$ cat config.mk
export PLATFORM = sky130hd
export DESIGN_NAME = cache_ctrl
export DESIGN_NICKNAME = d
export VERILOG_FILES = /design/src/rtl/cache_ctrl.sv
export SDC_FILE = /design/constraint.sdc
export NUM_CORES = 1
export LEC_CHECK = 0
export ABC_CLOCK_PERIOD_IN_PS = 4720
export CAP_MARGIN = 10
export CORE_MARGIN = 4
export CORE_UTILIZATION = 48
export DETAILED_ROUTE_END_ITERATION = 8
export PLACE_DENSITY = 0.95
export SLEW_MARGIN = 5
export SYNTH_ARGS = -nofsm -noshare
export SYNTH_HDL_FRONTEND = slang
export SYNTH_SLANG_ARGS = --single-unit
$ cat constraint.sdc
create_clock -name clk -period 4.72 [get_ports clk]
set_input_delay 0.944 -clock clk [delete_from_list [all_inputs] [get_ports clk]]
set_output_delay 0.944 -clock clk [all_outputs]
set_load 0.01 [all_outputs]
$ cat src/rtl/cache_ctrl.sv
`default_nettype none
// +----------------------------------------------------------------------------+
// | Module      : cache_ctrl                                                   |
// | Description : Controller for a direct-mapped, 64-line, 64-bit-line unified |
// |               cache array. Serves 16-bit pipeline accesses, with hits at   |
// |               zero wait states. A miss performs an optional dirty          |
// |               write-back (EVICT), then a line fill (FILL), then writes the |
// |               line into the array (INSTALL). The cache is write-back and   |
// |               write-allocate.                                              |
// |                                                                            |
// | Ports       : clk, rst_n (asynchronous, active-low)                        |
// |               cpu_*  pipeline side: addr/re/we/wdata in, rdata/stall out   |
// |               c_*    cache array: addr/wr_data/wdirty/we/re out,           |
// |                      rd_data/tag_out/hit/dirty in                          |
// |               m_*    main memory: addr/wr_data/re/we out, rd_data/rdy in   |
// |               hit_cnt, miss_cnt (CACHE_STATS_EN only) saturating counters  |
// |                                                                            |
// | Options     : `define CACHE_STATS_EN adds the hit/miss counters.           |
// | Revision    : 1.0 - initial release                                        |
// +----------------------------------------------------------------------------+
module cache_ctrl (
    input  logic        clk,
    input  logic        rst_n,
    input  logic [15:0] cpu_addr,
    input  logic        cpu_re,
    input  logic        cpu_we,
    input  logic [15:0] cpu_wdata,
    output logic [15:0] cpu_rdata,
    output logic        stall,
    output logic [13:0] c_addr,
    output logic [63:0] c_wr_data,
    output logic        c_wdirty,
    output logic        c_we,
    output logic        c_re,
    input  logic [63:0] c_rd_data,
    input  logic [7:0]  c_tag_out,
    input  logic        c_hit,
    input  logic        c_dirty,
    output logic [13:0] m_addr,
    output logic [63:0] m_wr_data,
    output logic        m_re,
    output logic        m_we,
    input  logic [63:0] m_rd_data,
    input  logic        m_rdy
`ifdef CACHE_STATS_EN
    ,
    output logic [15:0] hit_cnt,
    output logic [15:0] miss_cnt
`endif
);

    localparam logic [1:0] S_IDLE    = 2'd0;
    localparam logic [1:0] S_EVICT   = 2'd1;
    localparam logic [1:0] S_FILL    = 2'd2;
    localparam logic [1:0] S_INSTALL = 2'd3;

    logic [1:0]  r_state;
    logic [1:0]  w_next_state;
    logic [7:0]  r_victim_tag;
    logic [5:0]  r_victim_index;
    logic [63:0] r_victim_line;
    logic [63:0] r_fill_line;

    logic        w_req;
    logic        w_miss;
    logic [63:0] w_hit_merged;
    logic [63:0] w_fill_merged;

    assign w_req  = cpu_re | cpu_we;
    assign w_miss = (r_state == S_IDLE) && w_req && !c_hit;

    // Word k of a line lives in bits [16k+15:16k]; a write replaces only the
    // word selected by cpu_addr[1:0].
    generate
        for (genvar k = 0; k < 4; k++) begin : g_merge
            assign w_hit_merged[16*k +: 16]  = (cpu_addr[1:0] == 2'(k)) ? cpu_wdata
                                                                       : c_rd_data[16*k +: 16];
            assign w_fill_merged[16*k +: 16] = (cpu_addr[1:0] == 2'(k)) ? cpu_wdata
                                                                       : r_fill_line[16*k +: 16];
        end
    endgenerate

    always_ff @(posedge clk or negedge rst_n) begin
        if (!rst_n) begin
            r_state        <= S_IDLE;
            r_victim_tag   <= '0;
            r_victim_index <= '0;
            r_victim_line  <= '0;
            r_fill_line    <= '0;
        end else begin
            r_state <= w_next_state;
            // Capture the victim on the miss cycle; the array may be
            // rewritten before the write-back completes.
            if (w_miss) begin
                r_victim_tag   <= c_tag_out;
                r_victim_index <= cpu_addr[7:2];
                r_victim_line  <= c_rd_data;
            end
            if ((r_state == S_FILL) && m_rdy) begin
                r_fill_line <= m_rd_data;
            end
        end
    end

    always_comb begin
        w_next_state = r_state;
        stall        = 1'b0;
        cpu_rdata    = '0;
        c_addr       = cpu_addr[15:2];
        c_wr_data    = '0;
        c_wdirty     = 1'b0;
        c_we         = 1'b0;
        c_re         = 1'b0;
        m_addr       = '0;
        m_wr_data    = '0;
        m_re         = 1'b0;
        m_we         = 1'b0;

        case (r_state)
            S_IDLE: begin
                if (w_req) begin
                    c_re = 1'b1;
                    if (c_hit) begin
                        // A write takes priority over a simultaneous read.
                        if (cpu_we) begin
                            c_we      = 1'b1;
                            c_wr_data = w_hit_merged;
                            c_wdirty  = 1'b1;
                        end else begin
                            cpu_rdata = c_rd_data[{cpu_addr[1:0], 4'b0000} +: 16];
                        end
                    end else begin
                        stall        = 1'b1;
                        w_next_state = c_dirty ? S_EVICT : S_FILL;
                    end
                end
            end
            S_EVICT: begin
                stall     = 1'b1;
                c_addr    = {r_victim_tag, r_victim_index};
                m_we      = 1'b1;
                m_addr    = {r_victim_tag, cpu_addr[7:2]};
                m_wr_data = r_victim_line;
                if (m_rdy) begin
                    w_next_state = S_FILL;
                end
            end
            S_FILL: begin
                stall  = 1'b1;
                m_re   = 1'b1;
                m_addr = cpu_addr[15:2];
                if (m_rdy) begin
                    w_next_state = S_INSTALL;
                end
            end
            S_INSTALL: begin
                // The following IDLE cycle re-reads the array and completes
                // the request as a hit.
                stall        = 1'b1;
                c_we         = 1'b1;
                c_wr_data    = cpu_we ? w_fill_merged : r_fill_line;
                c_wdirty     = cpu_we;
                w_next_state = S_IDLE;
            end
            default: begin
                w_next_state = S_IDLE;
            end
        endcase
    end

`ifdef CACHE_STATS_EN
    logic        r_after_install;
    logic [15:0] r_hit_cnt;
    logic [15:0] r_miss_cnt;

    always_ff @(posedge clk or negedge rst_n) begin
        if (!rst_n) begin
            r_after_install <= 1'b0;
            r_hit_cnt       <= '0;
            r_miss_cnt      <= '0;
        end else begin
            // The hit that finishes a miss is not a genuine hit.
            r_after_install <= (r_state == S_INSTALL);
            if ((r_state == S_IDLE) && w_req && c_hit && !r_after_install &&
                (r_hit_cnt != 16'hFFFF)) begin
                r_hit_cnt <= r_hit_cnt + 16'd1;
            end
            if (w_miss && (r_miss_cnt != 16'hFFFF)) begin
                r_miss_cnt <= r_miss_cnt + 16'd1;
            end
        end
    end

    assign hit_cnt  = r_hit_cnt;
    assign miss_cnt = r_miss_cnt;
`endif

endmodule
`default_nettype wire

==> metrics.log, run 1 <==
[metrics] synth unique cells: 34
[metrics] yosys synthesis warning count: 0
[metrics] ratio of routed vias to standard cells: around 6
[metrics] launching element type of the critical path: input pin
[metrics] share of final-layout standard cells stronger than drive strength 1: 0.241
[metrics] number of gates resized after cts: 0
[metrics] count of unresolved DRC violations after routing: 0
[metrics] final WL: 37700 um
[metrics] synthesis-stage register bit count: 144
[metrics] startpoint of the most critical setup path: cpu_addr[0]
[metrics] setup repair bufs after CTS: 0
[metrics] number of CTS-inserted buffers: 17
[metrics] number of global-route vias before repair: 8913
[metrics] die outline width: 146 um
[metrics] largest cells by area after synthesis: dfrtp_1, mux2_2, and2_1
[metrics] number of port buffers: 352
[metrics] die footprint: 21200 sq um
[metrics] number of iterations in the first detailed-routing pass: 8
[metrics] Clk Latency, worst-skew pair: 430 ps
[metrics] clk buf depth: 2
[metrics] core box area: between 15000 and 20000 sq um
[metrics] measured slew at the worst slew-check pin: 899 ps
[metrics] Final Skew: 9.88 ps
[metrics] Reg clk slew, reported paths: ~60 ps
[metrics] CTS sink count: 144
[metrics] critical-path maximum fanout: 16
[metrics] Slew HR: 0.400
[metrics] number of hold violations in the final report: 0
[metrics] final antenna-violating net count: 0
[metrics] unrepaired setup endpoints after global routing: no
[metrics] min-delay worst type: reg -> reg
[metrics] clk root buf: clkbuf_16
[metrics] synth cell count leaders: mux2_2, dfrtp_1, nand2_1
[metrics] Max IR drop VDD: 0.000295 V
[metrics] post-synthesis average cell area: 10.3 sq um
[metrics] required time reported for the critical path endpoint: roughly 3800 ps
[metrics] Placed Instance Area: 12700 sq um
[metrics] sequential-to-total area share from yosys stat: 0.396
[metrics] share of the clock period used by the worst path after layout: 0.968
[metrics] Syn Nets: 1064
[metrics] post-synthesis cell type with the largest combined area: dfrtp_1
[metrics] Layout Area Growth over Synthesis: 46.2%
[metrics] residual overflow from global routing: 0
[metrics] status: completed
[metrics] commonest register cell after synthesis: dfrtp_1
[metrics] I/O pin count: 353
[metrics] startpoint of the tightest hold check path: r_victim_line[40]
[metrics] synthesized netlist cell count: 884
[metrics] Total Negative Setup Slacks: 0 ps
[metrics] effective utilization at floorplan: 0.487
[metrics] FF-to-FF Start: r_state[0]
[metrics] dominant cell by count in the synthesized netlist: mux2_2
[metrics] Die Ht: approximately 150 um
[metrics] LEAKAGE: 5.12 nW
[metrics] DRC marker count from the first detailed-route iteration: 1007
[metrics] power density over the cells: 557 nW/um^2
[metrics] total setup violations reported at the end of the flow: 0
[metrics] ant diodes: 0
[metrics] fin nets: 1384
[metrics] depth of the CTS H-tree: 4
[metrics] endpoint type of the worst setup path: output port
[metrics] DP HPWL: 29000 um
[metrics] design area: 13300 sq um
[metrics] time the final worst path needs with I/O delays and setup: 4570 ps
[metrics] EDFF count, synth: 0
[metrics] type of the worst setup path: in -> out
[metrics] top-area cell type share of the netlist area: 0.396
[metrics] WL/cell: ~26 um
[metrics] max-cap check violation count: 0
[metrics] TritonCTS clock tree: done
[metrics] Data arrival, critical path: 3630 ps
[metrics] via count: between 8000 and 9000
[metrics] first-pass GRT wire length: 55200 um
[metrics] global routing usage summed across all routing layers: 0.343
[metrics] highest attainable clock frequency: 219 MHz
[metrics] hold-fix buffer count after cts: 0
[metrics] netlist area before placement: 9110 sq um
[metrics] initial antenna violation count: 1
[metrics] number of pins exceeding their max-slew limit in the final report: 0
[metrics] GP Congestion: 0.955
[metrics] Core Rows: 50
[metrics] async set or reset register ratio after synthesis: 1.00
[metrics] pin count of the biggest net entering global routing: 90
routing by layer:
layer / track usage / part of all wire
met5: 0 / 0
met2: 0.572 / 0.48
met1: 0.410 / 0.36
met4: 0.171 / 0.054
met3: 0.0922 / 0.10
report_power, final:
| part | switching (W) | internal, W | total (W) |
|---|---|---|---|
| clock network | 0.000551 | 0.000850 | 0.00140 |
| registers | 0.000385 | 0.00187 | 0.00226 |
| logic | 0.00177 | 0.00199 | 0.00375 |
| total | 0.00271 | 0.00471 | 0.00741 |
layout by cell type, fill, tap and decap left out, types with 20 or more instances in the layout:
cell type / count
clkdlybuf4s50_1: 351
buf_4: 21
and2_1: 70
mux2_4: 20
nor2_1: 71
nand2_1: 98
mux2_2: 193
dfrtp_1: 144
a31oi_1: 66
a21oi_1: 66
logic make-up (layout without fill, tap and decap cells):
group | count (synthesis) | after routing | synth area share
AO/OA/AOI/OAI | 150 | 150 | 0.0941
adder cells (fa/ha/maj) | 5 | 5 | 0.00687
buffers and inverters | 84 | 416 | 0.0503
flip-flops | 144 | 144 | 0.396
multiplexers | 229 | 229 | 0.311
AND/OR/NAND/NOR | 272 | 272 | 0.142
worst max-delay path, cell delays in order:
cell,delay [ps]
clkdlybuf4s50_1,680
buf_4,250
nand2b_1,460
mux2_2,400
nand2_1,60
a21oi_1,240
clkdlybuf4s50_1,590
metrics by stage:
stage,instances,hold slack (ps),util,setup WS (ps),power (W)
2_1_floorplan,884,473,-,1820,0.00425
3_5_place_dp,1419,487,0.680,278,0.00597
3_3_place_gp,1419,483,0.680,339,0.00583
6_report,1450,499,0.712,150,0.00741
4_1_cts,1450,501,0.712,256,0.00740
5_1_grt,1450,516,0.712,148,0.00774
sequential cells by signal (all words and copies together), names as in the netlist:
register,count
r_victim_tag,8
r_fill_line,64
r_victim_line,64
r_victim_index,6
r_state,2
path summary, 6_finish.rpt:
kind                                endpoint  cells after the start  slack [ps]
setup / recovery               c_wr_data[29]                      7         150
hold / removal             r_victim_line[40]                      1         500
setup reg to reg           r_victim_line[60]                      6        2110
hold reg to reg            r_victim_line[40]                      1         500
max in group asynchronous    r_fill_line[14]                      2        3190
min in group asynchronous     r_fill_line[3]                      1         580
final cells by class:
cell class,instances,area [sq um]
Inverter,10,37.5
Fill cell,1355,5390
Clock inverter,11,156
Timing Repair Buffer,375,3720
Sequential cell,144,3600
Tap cell,234,293
Multi-Input combinational cell,656,5060
Clock buffer,20,447
Note: power is estimated with default switching activity, not from simulation.
==> inputs of run 2 (changes only) <==
--- a/config.mk
+++ b/config.mk
@@ -8,9 +8,10 @@
 export ABC_CLOCK_PERIOD_IN_PS = 4720
 export CAP_MARGIN = 10
 export CORE_MARGIN = 4
-export CORE_UTILIZATION = 48
+export CORE_UTILIZATION = 50
 export DETAILED_ROUTE_END_ITERATION = 8
-export PLACE_DENSITY = 0.95
+export DONT_BUFFER_PORTS = 1
+export PLACE_DENSITY = 0.74
 export SLEW_MARGIN = 5
 export SYNTH_ARGS = -nofsm -noshare
 export SYNTH_HDL_FRONTEND = slang
==> run 2 against run 1 <==
Net effect:
- worst setup slack better by 590 ps
- clock power up 4%
- clock skew down 4.4 ps
- worst hold slack worse by 290 ps
- critical path type is now reg -> out
- non-clock buffer count down 363
- critical path depth down 3
- routed wire length down 10%
- combinational power down 31%
- largest cell class unchanged
- cell area down 27%
==> metrics.log, run 2 (synthesized netlist as in run 1, its figures left out) <==
[metrics] Total Negative Setup Slacks: 0 ps (unchanged)
[metrics] GP Congestion: 0.874 (-8.5%)
[metrics] number of iterations in the first detailed-routing pass: 7 (-1)
[metrics] most frequent standard cell in the layout excluding fill and tap cells: mux2_2
[metrics] clk buf depth: 2 (unchanged)
[metrics] die outline width: 143 um (-1.9%)
[metrics] Register-to-Register Setup Slack: 2010 ps (-100 ps)
[metrics] clock network power share: 0.232 (+0.043)
[metrics] setup repair bufs after CTS: 0 (unchanged)
[metrics] residual overflow from global routing: 0 (unchanged)
[metrics] worst reg2reg path endpoint: r_fill_line[28]
[metrics] Die Ht: 143 um (-1.9%)
[metrics] number of CTS-inserted buffers: 17 (unchanged)
[metrics] min-delay worst type: in -> async
[metrics] number of hold violations in the final report: 0 (unchanged)
[metrics] most used cells in the layout excluding fill and tap cells: mux2_2, dfrtp_1, nand2_1
[metrics] Placed Instance Area: 9080 sq um (-29%)
[metrics] Max IR drop VDD: 0.000426 V (+44%)
[metrics] critical-path maximum fanout: 16 (unchanged)
[metrics] depth of the CTS H-tree: 4 (unchanged)
[metrics] die footprint: 20400 sq um (-3.8%)
[metrics] core box area: 18000 sq um (-4.0%)
[metrics] # fillers: 1594 (+18%)
[metrics] Reg clk slew, reported paths: 60 ps (about the same)
[metrics] number of global-route vias before repair: 6960 (-22%)
[metrics] type of the worst setup path: reg -> out
[metrics] Slew HR: 0.145 (-0.255)
[metrics] Clk Latency, worst-skew pair: 430 ps (about the same)
[metrics] global routing usage summed across all routing layers: 0.320 (-0.0235)
[metrics] count of unresolved DRC violations after routing: 0 (unchanged)
[metrics] first-pass GRT wire length: 47100 um (-15%)
[metrics] DP HPWL: 26000 um (-10%)
[metrics] endpoint type of the worst setup path: output port
[metrics] power density over the cells: 644 nW/um^2 (+16%)
[metrics] Final Skew: 5.53 ps (-4.35 ps)
[metrics] DRC marker count from the first detailed-route iteration: 545 (-46%)
[metrics] launching element type of the critical path: register
[metrics] effective utilization at floorplan: 0.507 (+0.0201)
[metrics] share of the clock period used by the worst path after layout: 0.844 (-0.124)
[metrics] Placed Cells: 1051 (-26%)
[metrics] Core Rows: 49 (-2.0%)
[metrics] Cell Chain, Critical Path: inv_1 > ha_1 > nand4b_1 > nor2b_1
[metrics] non-filler cells in the finished layout: 1083 (-25%)
[metrics] Net Sw Power: 0.00238 W (-12%)
[metrics] initial antenna violation count: 3 (+2)
[metrics] via count: 6966 (-21%)
[metrics] WL/cell: 31.2 um (+20%)
[metrics] total internal power: 0.00387 W (-18%)
[metrics] measured slew at the worst slew-check pin: 1280 ps (+377 ps)
[metrics] clk root buf: clkbuf_16
[metrics] fin nets: 1021 (-26%)
[metrics] final worst slack: 737 ps (+587 ps)
[metrics] max-cap check violation count: 0 (unchanged)
[metrics] highest attainable clock frequency: 251 MHz (+15%)
[metrics] number of gates resized after cts: 0 (unchanged)
[metrics] I/O pin count: 353 (unchanged)
[metrics] total setup violations reported at the end of the flow: 0 (unchanged)
[metrics] Placement Setup Slack: 1120 ps (+843 ps)
[metrics] CP max stage delay: 1030 ps (+350 ps)
[metrics] time the final worst path needs with I/O delays and setup: 3980 ps (-587 ps)
[metrics] hold-fix buffer count after cts: 0 (unchanged)
[metrics] slowest stage cell on the critical path: nand4b_1
[metrics] cell depth of the worst flop-to-flop path: 5 (-1)
[metrics] share of final-layout standard cells stronger than drive strength 1: 0.330 (+0.0893)
[metrics] TritonCTS clock tree: done
[metrics] pin count of the biggest net entering global routing: 145 (+61%)
[metrics] ratio of routed vias to standard cells: 6.43 (+6.4%)
[metrics] final antenna-violating net count: 0 (unchanged)
[metrics] number of port buffers: 0 (-100%)
[metrics] Layout Area Growth over Synthesis: 6.46%
[metrics] CTS sink count: 144 (unchanged)
[metrics] final WL: 33800 um (-10%)
[metrics] FF-to-FF Start: r_state[0]
[metrics] switching fraction of total power: 0.381 (+0.0163)
[metrics] design area: 9700 sq um (-27%)
[metrics] Logic pwr share: 0.415 (-0.091)
[metrics] ant diodes: 0 (unchanged)
[metrics] status: completed
[metrics] Flop pwr share: 0.354 (+0.049)
[metrics] unrepaired setup endpoints after global routing: no
[metrics] Data arrival, critical path: 3040 ps (-590 ps)
[metrics] number of pins exceeding their max-slew limit in the final report: 0 (unchanged)
[metrics] LEAKAGE: 3.75 nW (-27%)
[metrics] required time reported for the critical path endpoint: 3780 ps (about the same)
[metrics] largest registers: r_fill_line x64, r_victim_line x64, r_victim_tag x8
[run 2: final cells by class]
cell class | count | area [sq um] | share of cell area
clock buffers | 19 | 433 | 0.0446
flip-flops and latches | 144 | 3600 | 0.372
repair buffers | 12 | 90.1 | 0.00929
multi-input cells | 656 | 5060 | 0.522
clock inverters | 13 | 188 | 0.0194
well taps | 229 | 287 | 0.0295
inverters | 10 | 37.5 | 0.00387
[run 2: how the worst max path moves through the flow]
stage | start | endpoint | slack (ps) | depth (start not counted)
after floorplan | cpu_addr[0] | c_wr_data[11] | 1820 | 6
after global placement | cpu_we | cpu_rdata[10] | 1150 | 2
after detailed placement | cpu_we | cpu_rdata[10] | 1120 | 2
after CTS | r_state[0] | cpu_rdata[10] | 740 | 4
after global routing | r_state[0] | cpu_rdata[10] | 600 | 4
final | r_state[0] | cpu_rdata[10] | 740 | 4
[run 2: critical path, delay by kind of cell, from the launching register on]
kind | cells | cell delay (ps)
simple gates | 2 | 1710
flops | 1 | 410
fa+ha+maj | 1 | 340
buf+inv | 1 | 140
[run 2: stage by stage]
step,utilization,hold WS [ps],power (W)
after floorplan,-,473,0.00425
after detailed placement,0.505,488,0.00480
final,0.540,209,0.00625
after global routing,0.540,186,0.00656
after CTS,0.540,199,0.00624
after global placement,0.505,481,0.00471
[run 2: power by group through the flow]
stage                     Sequential [W]  Clock [W]  Combinational [W]
final                            0.00221    0.00145            0.00259
after global routing             0.00227    0.00151            0.00278
after floorplan                  0.00209          0            0.00215
after detailed placement         0.00222          0            0.00259
after global placement           0.00218          0            0.00253
after CTS                        0.00220    0.00145            0.00259
[run 2: metal layers]
layer,part of all wire,up-vias,global-route usage,wire length [um]
met3,0.12,68,0.129,4020
li1,-,3011,-,-
met2,0.48,417,0.533,16200
met4,0.027,6,0.103,927
met1,0.37,3464,0.378,12600
met5,0.0012,-,0,40
==> inputs of run 3 (changes only) <==
--- a/config.mk
+++ b/config.mk
@@ -5,7 +5,7 @@
 export SDC_FILE = /design/constraint.sdc
 export NUM_CORES = 1
 export LEC_CHECK = 0
-export ABC_CLOCK_PERIOD_IN_PS = 4720
+export ABC_CLOCK_PERIOD_IN_PS = 3900
 export CAP_MARGIN = 10
 export CORE_MARGIN = 4
 export CORE_UTILIZATION = 50
==> constraint.sdc (replaced) <==
create_clock -name clk -period 3.9 [get_ports clk]
set_input_delay 0.78 -clock clk [delete_from_list [all_inputs] [get_ports clk]]
set_output_delay 0.78 -clock clk [all_outputs]
set_load 0.01 [all_outputs]
==> run 3 against run 2 <==
Net effect:
- clock power up 12%
- sequential share of layout area about the same
- final cell count is 0.37% higher
- sequential power grew 21%
- routed wire length down 0.40%
- largest cell class unchanged
- largest power group unchanged
==> metrics.log, run 3 (synthesized netlist as in run 1, its figures left out) <==
[metrics] final antenna-violating net count: 0 (unchanged)
[metrics] fin nets: 1023 (+0.20%)
[metrics] power density over the cells: 769 nW/um^2 (+19%)
[metrics] Clk Latency, worst-skew pair: 430 ps (about the same)
[metrics] Placed Cells: 1053 (+0.19%)
[metrics] number of pins exceeding their max-slew limit in the final report: 0 (unchanged)
[metrics] residual overflow from global routing: 0 (unchanged)
[metrics] count of unresolved DRC violations after routing: 0 (unchanged)
[metrics] share of the clock period used by the worst path after layout: 0.905
[metrics] die footprint: 20400 sq um (unchanged)
[metrics] total setup violations reported at the end of the flow: 0 (unchanged)
[metrics] CTS sink count: 144 (unchanged)
[metrics] DRC marker count from the first detailed-route iteration: 593 (+8.8%)
[metrics] Data arrival, critical path: 2750 ps (-290 ps)
[metrics] type of the worst setup path: reg -> out
[metrics] number of port buffers: 0 (unchanged)
[metrics] Total Negative Setup Slacks: 0 ps (unchanged)
[metrics] Slew HR: 0.326 (+0.181)
[metrics] most frequent standard cell in the layout excluding fill and tap cells: mux2_2
[metrics] GP Congestion: 0.861 (-1.5%)
[metrics] power after layout: 0.00746 W (+19%)
[metrics] Core Rows: 49 (unchanged)
[metrics] launching element type of the critical path: register
[metrics] Max IR drop VDD: 0.000419 V (-1.6%)
[metrics] Register-to-Register Setup Slack: 1470 ps (-540 ps)
[metrics] unrepaired setup endpoints after global routing: no
[metrics] ratio of routed vias to standard cells: 6.42 (-0.17%)
[metrics] critical-path maximum fanout: 34 (+18)
[metrics] final WL: 33700 um (-0.40%)
[metrics] via count: 6980 (+0.20%)
[metrics] clk root buf: clkbuf_16
[metrics] CP max stage delay: 690 ps (-340 ps)
[metrics] cell depth of the worst flop-to-flop path: 6 (+1)
[metrics] setup repair bufs after CTS: 0 (unchanged)
[metrics] DP HPWL: 25800 um (-0.95%)
[metrics] number of CTS-inserted buffers: 17 (unchanged)
[metrics] endpoint type of the worst setup path: output port
[metrics] Reg clk slew, reported paths: 60 ps (about the same)
[metrics] worst reg2reg path endpoint: r_victim_line[59]
[metrics] I/O pin count: 353 (unchanged)
[metrics] non-filler cells in the finished layout: 1087 (+0.37%)
[metrics] pin count of the biggest net entering global routing: 145 (unchanged)
[metrics] crit path buf inv count: 1 (unchanged)
[metrics] global routing usage summed across all routing layers: 0.316 (-0.00306)
[metrics] die outline width: 143 um (unchanged)
[metrics] LEAKAGE: 3.74 nW (-0.36%)
[metrics] hold-fix buffer count after cts: 0 (unchanged)
[metrics] first-pass GRT wire length: 46600 um (-1.0%)
[metrics] clk buf depth: 2 (unchanged)
[metrics] slowest stage cell on the critical path: ha_2
[metrics] number of global-route vias before repair: 6799 (-2.3%)
[metrics] number of iterations in the first detailed-routing pass: 5 (-2)
[metrics] most used cells in the layout excluding fill and tap cells: mux2_2, dfrtp_1, nand2_1
[metrics] Final Skew: 7.49 ps (+1.96 ps)
[metrics] kind of cell adding the most delay to the critical path: adder cells
[metrics] depth of the CTS H-tree: 4 (unchanged)
[metrics] number of gates resized after cts: 0 (unchanged)
[metrics] status: completed
[metrics] measured slew at the worst slew-check pin: 1010 ps (-265 ps)
[metrics] number of hold violations in the final report: 0 (unchanged)
[metrics] time the final worst path needs with I/O delays and setup: 3530 ps
[metrics] required time reported for the critical path endpoint: 3120 ps (-660 ps)
[metrics] largest registers: r_fill_line x64, r_victim_line x64, r_victim_tag x8
[metrics] effective utilization at floorplan: 0.507 (unchanged)
[metrics] instance count on the critical path: 6 (+2)
[metrics] max-cap check violation count: 0 (unchanged)
[metrics] initial antenna violation count: 3 (unchanged)
[metrics] TritonCTS clock tree: done
[metrics] FF-to-FF Start: r_state[0]
[metrics] Cell Chain, Critical Path: ha_2 > buf_4 > nand2_1 > nor2_1 > a31oi_1 > a21oi_1
[metrics] WL/cell: 31.0 um (-0.76%)
[metrics] Layout Area Growth over Synthesis: 6.40% (about the same)
[metrics] share of final-layout standard cells stronger than drive strength 1: 0.332 (+0.00195)
[metrics] Die Ht: 143 um (unchanged)
[metrics] min-delay worst type: in -> async
[metrics] highest attainable clock frequency: 283 MHz
[metrics] core box area: 18000 sq um (unchanged)
-- run 3: cell count changes in the layout (fill, tap and decap cells not counted) --
cell,delta
clkinvlp_4,+2
clkbuf_1,-1
bufinv_16,-2
clkinv_2,-1
diode_2,+3
buf_4,+1
buf_12,+1
clkbuf_8,+1
-- run 3: worst max-delay path by stage --
| stage | from | to |
|---|---|---|
| after floorplan | cpu_addr[0] | c_wr_data[11] |
| after global placement | cpu_addr[0] | c_wr_data[12] |
| after detailed placement | cpu_addr[0] | c_wr_data[12] |
| after CTS | r_state[0] | c_wr_data[50] |
| after global routing | r_state[0] | c_wr_data[7] |
| final | r_state[0] | c_wr_data[7] |
-- run 3: layout make-up --
type                            instances  area (sq um)
Timing Repair Buffer                   14           118
Clock buffer                           19           443
Antenna cell                            3          7.51
Clock inverter                         12           138
Fill cell                            1588          8270
Sequential cell                       144          3600
Multi-Input combinational cell        656          5060
Inverter                               10          37.5
Tap cell                              229           287
-- run 3: metal layers --
metal | part of all wire | wire (um) | track usage
met5 | 0.00074 | 25 | 0
met4 | 0.022 | 728 | 0.0860
met3 | 0.14 | 4730 | 0.162
met2 | 0.49 | 16500 | 0.536
met1 | 0.35 | 11700 | 0.352
-- run 3: power by group --
group | internal, W | total (W) | switching [W]
logic | 0.00135 | 0.00314 | 0.00180
registers | 0.00227 | 0.00268 | 0.000411
clock network | 0.000958 | 0.00163 | 0.000676
total | 0.00457 | 0.00746 | 0.00288
-- run 3: worst register-to-register path, stage by stage (launching register included) --
cell	delay, ps
dfrtp_1	410
inv_1	140
ha_1	320
nor2b_2	300
nor2b_4	190
buf_4	510
mux2_2	440
-- run 3: metrics by stage --
step | utilization | setup slack [ps] | hold slack (ps) | instance area, sq um
floorplan | - | 1330 | 473 | 9110
global placement | 0.507 | 921 | 481 | 9100
detailed placement | 0.507 | 913 | 488 | 9100
CTS | 0.539 | 460 | 38.3 | 9680
global route | 0.539 | 234 | 27.5 | 9680
finish | 0.540 | 371 | 44.3 | 9690
